<file path="config.mk">
export PLATFORM = sky130hd
export DESIGN_NAME = vga_scan_driver
export DESIGN_NICKNAME = d
export VERILOG_FILES = /design/src/rtl/vga_scan_pkg.sv /design/src/rtl/vga_timing_gen.sv /design/src/rtl/vga_scan_driver.sv
export SDC_FILE = /design/constraint.sdc
export NUM_CORES = 1
export LEC_CHECK = 0
export CAP_MARGIN = 20
export CORE_MARGIN = 5
export CORE_UTILIZATION = 50
export CTS_BUF_LIST = sky130_fd_sc_hd__clkbuf_16
export DETAILED_ROUTE_END_ITERATION = 12
export GPL_ROUTABILITY_DRIVEN = 1
export HOLD_SLACK_MARGIN = 0.1
export PLACE_DENSITY = 0.81
export SYNTH_ARGS = -nofsm -noshare
export SYNTH_HDL_FRONTEND = slang
export SYNTH_SLANG_ARGS = --single-unit
</file>
<file path="constraint.sdc">
create_clock -name clk -period 4.9 [get_ports clk]
set_input_delay 0.735 -clock clk [delete_from_list [all_inputs] [get_ports clk]]
set_output_delay 0.735 -clock clk [all_outputs]
set_load 0.1 [all_outputs]
</file>
<file path="src/rtl/vga_scan_pkg.sv">
// Shared raster timing defaults, game-state codes and colour types for the VGA scan path.
// Also provides the test-bar colour helper used when VGA_TEST_PATTERN_EN is defined.
package vga_scan_pkg;

  localparam int CNT_W = 10;

  localparam logic [1:0] WAITING   = 2'd0;
  localparam logic [1:0] COUNTDOWN = 2'd1;
  localparam logic [1:0] SUCCESS   = 2'd2;
  localparam logic [1:0] FAILURE   = 2'd3;

  localparam int DEF_H_VISIBLE = 640;
  localparam int DEF_H_FRONT   = 16;
  localparam int DEF_H_SYNC    = 96;
  localparam int DEF_H_BACK    = 48;
  localparam int DEF_V_VISIBLE = 480;
  localparam int DEF_V_FRONT   = 10;
  localparam int DEF_V_SYNC    = 2;
  localparam int DEF_V_BACK    = 33;
  localparam int DEF_PIX_SHIFT = 3;

  typedef struct packed {
    logic [2:0] r;
    logic [2:0] g;
    logic [1:0] b;
  } rgb332_t;

  typedef struct packed {
    logic [3:0] r;
    logic [3:0] g;
    logic [3:0] b;
  } rgb444_t;

  // Widen by replicating the MSBs so full-scale 332 maps to full-scale 444.
  function automatic rgb444_t rgb332_to_rgb444(input rgb332_t c);
    rgb444_t o;
    o.r = {c.r, c.r[2]};
    o.g = {c.g, c.g[2]};
    o.b = {c.b, c.b};
    return o;
  endfunction

  function automatic rgb332_t test_bar_color(input logic [6:0] x);
    logic [2:0] bar;
    rgb332_t    o;
    bar = 3'(x / 7'd10);
    o.r = bar[2] ? 3'd7 : 3'd0;
    o.g = bar[1] ? 3'd7 : 3'd0;
    o.b = bar[0] ? 2'd3 : 2'd0;
    return o;
  endfunction

endpackage

</file>
<file path="src/rtl/vga_timing_gen.sv">
// Raster h/v counters advancing on the pixel-clock enable, with sync and visible-window decode.
// Sync and visibility outputs are combinational from the registered counters.
module vga_timing_gen
  import vga_scan_pkg::*;
#(
  parameter int H_VISIBLE = DEF_H_VISIBLE,
  parameter int H_FRONT   = DEF_H_FRONT,
  parameter int H_SYNC    = DEF_H_SYNC,
  parameter int H_BACK    = DEF_H_BACK,
  parameter int V_VISIBLE = DEF_V_VISIBLE,
  parameter int V_FRONT   = DEF_V_FRONT,
  parameter int V_SYNC    = DEF_V_SYNC,
  parameter int V_BACK    = DEF_V_BACK
) (
  input  logic             clk,
  input  logic             rst,
  input  logic             pix_ce_i,
  output logic [CNT_W-1:0] h_cnt_o,
  output logic [CNT_W-1:0] v_cnt_o,
  output logic             hs_n_o,
  output logic             vs_n_o,
  output logic             h_vis_o,
  output logic             v_vis_o,
  output logic             vis_o
);

  localparam logic [CNT_W-1:0] CNT_ZERO = {CNT_W{1'b0}};
  localparam logic [CNT_W-1:0] CNT_ONE  = {{(CNT_W-1){1'b0}}, 1'b1};
  localparam logic [CNT_W-1:0] H_VIS_C  = CNT_W'(H_VISIBLE);
  localparam logic [CNT_W-1:0] H_MAX_C  = CNT_W'(H_VISIBLE + H_FRONT + H_SYNC + H_BACK - 1);
  localparam logic [CNT_W-1:0] HS_BEG_C = CNT_W'(H_VISIBLE + H_FRONT);
  localparam logic [CNT_W-1:0] HS_END_C = CNT_W'(H_VISIBLE + H_FRONT + H_SYNC - 1);
  localparam logic [CNT_W-1:0] V_VIS_C  = CNT_W'(V_VISIBLE);
  localparam logic [CNT_W-1:0] V_MAX_C  = CNT_W'(V_VISIBLE + V_FRONT + V_SYNC + V_BACK - 1);
  localparam logic [CNT_W-1:0] VS_BEG_C = CNT_W'(V_VISIBLE + V_FRONT);
  localparam logic [CNT_W-1:0] VS_END_C = CNT_W'(V_VISIBLE + V_FRONT + V_SYNC - 1);

  logic [CNT_W-1:0] h_cnt_d, h_cnt_q;
  logic [CNT_W-1:0] v_cnt_d, v_cnt_q;

  // Next raster position: the line counter steps only when the pixel counter wraps.
  always_comb begin
    h_cnt_d = h_cnt_q;
    v_cnt_d = v_cnt_q;
    if (pix_ce_i) begin
      if (h_cnt_q == H_MAX_C) begin
        h_cnt_d = CNT_ZERO;
        if (v_cnt_q == V_MAX_C) begin
          v_cnt_d = CNT_ZERO;
        end else begin
          v_cnt_d = v_cnt_q + CNT_ONE;
        end
      end else begin
        h_cnt_d = h_cnt_q + CNT_ONE;
        v_cnt_d = v_cnt_q;
      end
    end else begin
      h_cnt_d = h_cnt_q;
      v_cnt_d = v_cnt_q;
    end
  end

  // Raster position registers.
  always_ff @(posedge clk or posedge rst) begin
    if (rst) begin
      h_cnt_q <= CNT_ZERO;
      v_cnt_q <= CNT_ZERO;
    end else begin
      h_cnt_q <= h_cnt_d;
      v_cnt_q <= v_cnt_d;
    end
  end

  // Sync pulses (active-low) and visible-window flags for the current position.
  always_comb begin
    hs_n_o  = 1'b1;
    vs_n_o  = 1'b1;
    h_vis_o = 1'b0;
    v_vis_o = 1'b0;
    if ((h_cnt_q >= HS_BEG_C) && (h_cnt_q <= HS_END_C)) begin
      hs_n_o = 1'b0;
    end else begin
      hs_n_o = 1'b1;
    end
    if ((v_cnt_q >= VS_BEG_C) && (v_cnt_q <= VS_END_C)) begin
      vs_n_o = 1'b0;
    end else begin
      vs_n_o = 1'b1;
    end
    if (h_cnt_q < H_VIS_C) begin
      h_vis_o = 1'b1;
    end else begin
      h_vis_o = 1'b0;
    end
    if (v_cnt_q < V_VIS_C) begin
      v_vis_o = 1'b1;
    end else begin
      v_vis_o = 1'b0;
    end
  end

  assign vis_o   = h_vis_o & v_vis_o;
  assign h_cnt_o = h_cnt_q;
  assign v_cnt_o = v_cnt_q;

endmodule

</file>
<file path="src/rtl/vga_scan_driver.sv">
// VGA scan driver: rasterises the 80x60 logical grid onto 640x480@60 with a one-tick colour/sync stage.
// Optional VGA_TEST_PATTERN_EN adds test_mode, which replaces renderer colour with eight vertical bars.
module vga_scan_driver
  import vga_scan_pkg::*;
#(
  parameter int H_VISIBLE = DEF_H_VISIBLE,
  parameter int H_FRONT   = DEF_H_FRONT,
  parameter int H_SYNC    = DEF_H_SYNC,
  parameter int H_BACK    = DEF_H_BACK,
  parameter int V_VISIBLE = DEF_V_VISIBLE,
  parameter int V_FRONT   = DEF_V_FRONT,
  parameter int V_SYNC    = DEF_V_SYNC,
  parameter int V_BACK    = DEF_V_BACK,
  parameter int PIX_SHIFT = DEF_PIX_SHIFT
) (
  input  logic       clk,
  input  logic       rst,
  input  logic       pix_ce,
  input  logic [1:0] state_in,
  input  logic [7:0] color_in,
`ifdef VGA_TEST_PATTERN_EN
  input  logic       test_mode,
`endif
  output logic [6:0] x,
  output logic [6:0] y,
  output logic [1:0] state,
  output logic [3:0] vga_r,
  output logic [3:0] vga_g,
  output logic [3:0] vga_b,
  output logic       vga_hs,
  output logic       vga_vs,
  output logic       frame_start,
  output logic       active
);

  localparam logic [CNT_W-1:0] CNT_ZERO = {CNT_W{1'b0}};
  localparam logic [CNT_W-1:0] V_VIS_C  = CNT_W'(V_VISIBLE);

  logic [CNT_W-1:0] h_cnt_s;
  logic [CNT_W-1:0] v_cnt_s;
  logic             hs_n_s;
  logic             vs_n_s;
  logic             h_vis_s;
  logic             v_vis_s;
  logic             vis0_s;
  logic             at_origin_s;
  logic             at_vblank_s;
  rgb332_t          src_s;
  rgb332_t          pix_s;
  rgb444_t          dac_d, dac_q;
  logic             active_d, active_q;
  logic             hs_d, hs_q;
  logic             vs_d, vs_q;
  logic [1:0]       state_d, state_q;

  vga_timing_gen #(
    .H_VISIBLE (H_VISIBLE),
    .H_FRONT   (H_FRONT),
    .H_SYNC    (H_SYNC),
    .H_BACK    (H_BACK),
    .V_VISIBLE (V_VISIBLE),
    .V_FRONT   (V_FRONT),
    .V_SYNC    (V_SYNC),
    .V_BACK    (V_BACK)
  ) u_timing (
    .clk      (clk),
    .rst      (rst),
    .pix_ce_i (pix_ce),
    .h_cnt_o  (h_cnt_s),
    .v_cnt_o  (v_cnt_s),
    .hs_n_o   (hs_n_s),
    .vs_n_o   (vs_n_s),
    .h_vis_o  (h_vis_s),
    .v_vis_o  (v_vis_s),
    .vis_o    (vis0_s)
  );

  assign at_origin_s = (h_cnt_s == CNT_ZERO) && (v_cnt_s == CNT_ZERO);
  assign at_vblank_s = (h_cnt_s == CNT_ZERO) && (v_cnt_s == V_VIS_C);
  assign frame_start = pix_ce & ~rst & at_origin_s;

  // Logical grid address for the renderer; parked at zero outside the visible window.
  always_comb begin
    x = 7'd0;
    y = 7'd0;
    if (h_vis_s) begin
      x = 7'(h_cnt_s >> PIX_SHIFT);
    end else begin
      x = 7'd0;
    end
    if (v_vis_s) begin
      y = 7'(v_cnt_s >> PIX_SHIFT);
    end else begin
      y = 7'd0;
    end
  end

  // Colour source selection, blanked to black outside the visible window.
  always_comb begin
    src_s = rgb332_t'(color_in);
`ifdef VGA_TEST_PATTERN_EN
    if (test_mode) begin
      src_s = test_bar_color(x);
    end else begin
      src_s = rgb332_t'(color_in);
    end
`endif
    if (vis0_s) begin
      pix_s = src_s;
    end else begin
      pix_s = '{r: 3'd0, g: 3'd0, b: 2'd0};
    end
  end

  // Output stage: colour and syncs share one pipeline tick; state latches at the top of vblank.
  always_comb begin
    dac_d    = dac_q;
    active_d = active_q;
    hs_d     = hs_q;
    vs_d     = vs_q;
    state_d  = state_q;
    if (pix_ce) begin
      dac_d    = rgb332_to_rgb444(pix_s);
      active_d = vis0_s;
      hs_d     = hs_n_s;
      vs_d     = vs_n_s;
      if (at_vblank_s) begin
        state_d = state_in;
      end else begin
        state_d = state_q;
      end
    end else begin
      dac_d    = dac_q;
      active_d = active_q;
    end
  end

  // Output registers; syncs idle high out of reset.
  always_ff @(posedge clk or posedge rst) begin
    if (rst) begin
      dac_q    <= '{r: 4'd0, g: 4'd0, b: 4'd0};
      active_q <= 1'b0;
      hs_q     <= 1'b1;
      vs_q     <= 1'b1;
      state_q  <= WAITING;
    end else begin
      dac_q    <= dac_d;
      active_q <= active_d;
      hs_q     <= hs_d;
      vs_q     <= vs_d;
      state_q  <= state_d;
    end
  end

  assign vga_r  = dac_q.r;
  assign vga_g  = dac_q.g;
  assign vga_b  = dac_q.b;
  assign active = active_q;
  assign vga_hs = hs_q;
  assign vga_vs = vs_q;
  assign state  = state_q;

endmodule

</file>
==> results of run 1 <==
==> registers in the layout, indices dropped and copies added, names as in the netlist <==
name and flops:
u_timing.h_cnt_o 10, u_timing.v_cnt_o 10, vga_g 3, vga_r 3, state 2, vga_b 2
active 1, vga_hs 1, vga_vs 1
==> per-layer routing <==
metal  up-vias  global-route usage [%]  routed length (um)
li1        686                       -                   -
met1       682                   22.37                1749
met2        59                   27.22                1734
met3        10                   6.667                 306
met4         0                   9.328                 113
met5         -                       0                   0
==> synthesized netlist by cell type (2+ instances only) <==
library cell,count
ha_1,5
a31oi_1,3
nor2b_1,4
mux2i_1,2
dfstp_2,2
nand2_1,11
inv_1,7
nor2_1,11
mux2_2,2
nand4_1,10
and4_1,3
nand3_1,9
nand2b_1,3
dfrtp_1,31
a22o_1,8
xnor2_1,8
and3_1,2
o21ai_0,4
nor4_2,2
nor3_1,4
buf_2,5
a21oi_1,5
and2_1,11
buf_4,5
xor2_1,2
==> per-stage QoR <==
stage          util [%]  hold slack (ns)  std cells  total power, mW  worst slack (ns)
2_1_floorplan         -           0.4801        175           0.6051             1.098
3_3_place_gp      64.55           0.4767        253           0.6714             1.815
3_5_place_dp      64.55           0.4718        253           0.6764             1.788
4_1_cts           68.79           0.4838        261           0.9780             1.592
5_1_grt           68.79           0.5212        261            1.013             1.438
6_report          68.79           0.4805        261           0.9688             1.596
==> path summary, 6_finish.rpt <==
path | from | end | slack [ns] | cells after the start
worst max-delay path | u_timing.h_cnt_o[8] | x[1] | 1.60 | 3
worst min-delay path | active | active | 0.48 | 1
worst max register to register | u_timing.h_cnt_o[0] | u_timing.v_cnt_o[8] | 2.93 | 5
worst min register to register | active | active | 0.48 | 1
max in group asynchronous | rst | vga_hs | 3.68 | 3
min in group asynchronous | rst | u_timing.v_cnt_o[0] | 0.89 | 3
==> logic make-up (layout without fill, tap and decap cells) <==
kind of cell | after synthesis | in the layout
other | 1 | 1
DFF | 33 | 33
buffers and inverters | 20 | 60
xor gates and xnor gates | 10 | 10
AOI/OAI and AO/OA | 27 | 27
adders and majority gates | 5 | 5
and+or+nand+nor | 75 | 75
muxes | 4 | 4
==> power groups by stage <==
| stage | Clock, mW | Sequential (mW) | Combinational [mW] |
|---|---|---|---|
| floorplan | 0 | 0.386 | 0.219 |
| CTS | 0.305 | 0.352 | 0.321 |
| detailed placement | 0 | 0.356 | 0.320 |
| finish | 0.298 | 0.352 | 0.318 |
| global placement | 0 | 0.354 | 0.318 |
| global route | 0.315 | 0.362 | 0.336 |
==> area by class of cell <==
class | instances | area [um2] | share of cell area, %
sequential | 33 | 828.3 | 35.80
timing repair buffer | 44 | 435.4 | 18.82
clock inverter | 3 | 17.52 | 0.7572
clock buffer | 5 | 125.1 | 5.408
multi-input combinational | 122 | 819.5 | 35.42
tap | 46 | 57.56 | 2.488
inverter | 8 | 30.03 | 1.298
==> flow_summary.yaml, run 1 <==
cts:
  hold_buffers: 0
  clk_pin_slew_ns: 0.05
  cts_sinks: 33
  cts_setup_buffers: 0
  tritoncts: "done"
  insertion_delay_ns: 0.28
  cts_buffers: 5
  cts_root_buf: "clkbuf_16"
  cts.path.max_buffers: 2
  ctsResizeCount: 0
  htree_levels: 2
grt:
  antenna_found_initial: 0
  grt_overflow: 0
  grt.total_usage_pct: 18.00
  grt_pass1_vias: 1464
  grt_pass1_wl_mm: 6.975
  grt_max_degree: 34
sta:
  timing.final.crit_share_pct: 67.43
  slew_violations: 0
  max_freq_ghz: 0.3026
  timing.setup.tns_ns: 0
  setup_viol: 0
  final_hold_viol_count: 0
  relSlewSlack_pct: 32.55
  worstMarginPinSlew_ns: 1.009
  rsz0062_at_grt: "false"
  skew_ns: 0.004069
  period_needed_ns: 3.304
place:
  globalplace.congestion: 0.8266
  port_buffers: 43
  dpl-instance-area_um2: 2171
  hpwlAfterDp_mm: 2.798
cells_and_area:
  final_common_cell: "clkdlybuf4s50_1"
  mostFrequentLayoutCells: "clkdlybuf4s50_1, dfrtp_1, and2_1, nand2_1, nor2_1"
  fill_cells: 273
  area_delta_synth_final_pct: 31.79
  nNetsFinal: 232
  n_antenna_cell: 0
  drive_above_1_share_pct: 8.372
  stdcell_area_um2: 2313
run_status:
  outcome: "finished, final reports clean"
die:
  core_um2: 3363
  fp.dieH_um: 69.25
  dieArea_um2: 4796
  rows: 21
  die_x_um: 69.25
  ios: 45
  initial_core_util_pct: 52.19
power_and_ir_drop:
  p_sw_share_pct: 39.62
  comb_power_share_pct: 32.9
  pwr-share-clk_pct: 30.8
  p_leak_nw: 1.018
  p_per_area_nw_per_um2: 418.8
  p_int_mw: 0.5850
  vdd.ir_drop.worst_uv: 263.5
  seqPwrFrac_pct: 36.4
  switching_power_mw: 0.3838
critical_path:
  critPathBufInv: 1
  worstPathMaxFanout: 9
  path_class: "reg2out"
  crit_slowest_cell: "clkdlybuf4s50_1"
  max_stage_delay_ns: 1.13
  critPathRequiredTime_ns: 4.16
  start_kind: "flop"
  timing.critical_path.to_type: "output pin"
  crit_arrival_ns: 2.57
  path_cells: "o21ai_0, and2_1, clkdlybuf4s50_1"
  crit_family: "buffers and inverters"
logic_synthesis:
  synth.area.top_cells: "dfrtp_1, a22o_1, xnor2_1"
  synth.area.mux_share_pct: 2.423
  synth-seq-cells: 33
  netlist_instances: 175
  synth_xor_area_share_pct: 4.989
  yosys_warnings: 0
  seq_area_frac_synth_pct: 47.18
  synth_edf_count: 0
  synth_top_area_cell: "dfrtp_1"
  synth_fa_ha_area_share_pct: 3.564
  synth-async-reset-ratio_pct: 100.0
  synth_ff_type: "dfrtp_1"
  synth_compound_area_share_pct: 10.91
  synth-simple-area-share_pct: 24.59
  synth.distinct_cells: 41
  syn_avg_cell_area_um2: 10.03
  syn_nets: 193
  synth_top_family_by_area: "simple AND/OR/NAND/NOR gates"
  syn_area_um2: 1755
  synth.top_cell.area_share_pct: 44.19
drt:
  drt-pass1-iter-count: 4
  final_antenna_net_count: 0
  detail_route.wl_per_cell_um: 14.96
  totalWireLength_mm: 3.904
  viasPerCell: 5.506
  drcViolationCount: 0
  vias: 1437
  drt_iter0_markers: 83
hold_path:
  hold_path_class: "reg2reg"
job:
  drv_cap: 0
Power figures use the tool's default switching activity.
==> inputs of run 2 (changes only) <==
CORE_UTILIZATION = 48   (was 50)
PLACE_DENSITY = 0.79   (was 0.81)
clock period = 3.43 ns   (was 4.9 ns; I/O delays follow)
==> run 2 against run 1 <==
Compared with the run above:
- total power increased by 43%
- global-route usage decreased by 0.61 points
- count of clock-buffer cells in the layout unchanged
- register-to-register slack got worse by 1.5 ns
- non-clock buffer count unchanged
- setup slack got worse by 0.85 ns
- combinational power increased by 44%
- flip-flop and latch count unchanged
- sequential power increased by 43%
- hold slack about the same
- die area increased by 3.6%
- final cell count increased by 0.77%
- largest power group unchanged
- highest routed layer unchanged
==> flow_summary.yaml, run 2 (synthesis results as in run 1) <==
drt:
  drt-pass1-iter-count: 5
  drt_iter0_markers: 94
  totalWireLength_mm: 4.025
  detail_route.wl_per_cell_um: 15.30
  final_antenna_net_count: 0
  viasPerCell: 5.548
  drcViolationCount: 0
  vias: 1459
cts:
  insertion_delay_ns: 0.28
  ctsResizeCount: 0
  cts_setup_buffers: 0
  clk_pin_slew_ns: 0.05
  hold_buffers: 0
  htree_levels: 2
  cts.path.max_buffers: 2
  cts_sinks: 33
  cts_buffers: 5
  cts_root_buf: "clkbuf_16"
  tritoncts: "done"
cells_and_area:
  n_antenna_cell: 0
  instances_no_fill: 263
  final_common_cell: "dfrtp_1"
  fill_cells: 297
  mostFrequentLayoutCells: "dfrtp_1, clkdlybuf4s50_1, buf_4"
  drive_above_1_share_pct: 15.35
  regArea_um2: 828.3
  multiInputGateArea_um2: 824.5
  nNetsFinal: 232
  postLayoutCoreUtil_pct: 63.74
  area_delta_synth_final_pct: 30.93
grt:
  grt_overflow: 0
  grt_max_degree: 21
  grt_pass1_vias: 1492
  grt_pass1_wl_mm: 6.934
  grt.total_usage_pct: 17.38
  antenna_found_initial: 0
die:
  initial_core_util_pct: 48.68
  fp.dieH_um: 70.48
  die_x_um: 70.48
  rows: 22
  dieArea_um2: 4967
  ios: 45
  core_um2: 3606
sta:
  final_hold_viol_count: 0
  relSlewSlack_pct: 33.73
  timing.final.crit_share_pct: 78.19
  max_freq_ghz: 0.3729
  period_needed_ns: 2.682
  final.setup.worst_slack_ns: 0.7482
  slew_violations: 0
  timing.setup.tns_ns: 0
  setup_viol: 0
  worstMarginPinSlew_ns: 0.9909
  hold_slack_ns: 0.4802
  rsz0062_at_grt: "false"
  skew_ns: 0.006041
critical_path:
  path_class: "in2out"
  max_stage_delay_ns: 0.74
  crit_slowest_cell: "clkdlybuf4s50_1"
  critPathRequiredTime_ns: 2.92
  path_cells: "clkdlybuf4s50_1, nor3b_2, nand4_1, nor3_2, buf_12"
  timing.critical_path.to_type: "output pin"
  crit_arrival_ns: 2.17
  start_kind: "input port"
  worstPathMaxFanout: 13
power_and_ir_drop:
  p_sw_share_pct: 40.13
  p_int_mw: 0.8317
  vdd.ir_drop.worst_uv: 316.8
  p_per_area_nw_per_um2: 604.3
  comb_power_share_pct: 33.0
  seqPwrFrac_pct: 36.2
  p_leak_nw: 1.043
  pwr-share-clk_pct: 30.8
  switching_power_mw: 0.5574
place:
  port_buffers: 43
  dp.cells: 255
  dpl_worst_slack_ns: 0.7490
  hpwlAfterDp_mm: 2.985
  globalplace.congestion: 0.8443
job:
  drv_cap: 0
run_status:
  outcome: "finished, final reports clean"
hold_path:
  hold_path_class: "reg2reg"
==> run 2: cell type report <==
| type | count | area share [%] |
|---|---|---|
| Clock buffer | 5 | 5.444 |
| Tap cell | 48 | 2.613 |
| Sequential cell | 33 | 36.04 |
| Clock inverter | 3 | 0.7621 |
| Multi-Input combinational cell | 122 | 35.87 |
| Timing Repair Buffer | 44 | 17.96 |
| Inverter | 8 | 1.306 |
==> run 2: final timing paths <==
path / startpoint / end / slack [ns] / cells after the start
worst min register to register: active / active / 0.48 / 1
worst max register to register: u_timing.h_cnt_o[0] / u_timing.v_cnt_o[7] / 1.43 / 5
worst min-delay path: active / active / 0.48 / 1
worst max-delay path: pix_ce / frame_start / 0.75 / 5
max in group asynchronous: rst / vga_hs / 1.99 / 3
min in group asynchronous: rst / u_timing.v_cnt_o[0] / 0.70 / 2
==> run 2: power groups by stage <==
stage          registers (mW)  logic [mW]  clock network [mW]
3_3_place_gp            0.506       0.448                   0
2_1_floorplan           0.551       0.313                   0
6_report                0.503       0.459               0.428
3_5_place_dp            0.509       0.461                   0
4_1_cts                 0.502       0.463               0.432
5_1_grt                 0.515       0.485               0.451
==> run 2: critical path, delay by kind of cell <==
family / cells / cell delay, ns
buf+inv: 2 / 0.95
simple gates: 3 / 0.69
==> run 2: per-layer routing <==
| metal | up-vias | wire [um] | track usage (%) |
|---|---|---|---|
| met4 | 0 | 53 | 5.532 |
| met3 | 6 | 266 | 6.331 |
| met1 | 710 | 1668 | 20.15 |
| met2 | 56 | 2037 | 29.63 |
| met5 | - | 0 | 0 |
| li1 | 687 | - | - |
==> run 2: per-stage QoR <==
step           power (mW)  area (um2)
3_5_place_dp       0.9704        2156
5_1_grt             1.451        2298
4_1_cts             1.397        2298
3_3_place_gp       0.9542        2156
6_report            1.389        2298
2_1_floorplan      0.8647        1760
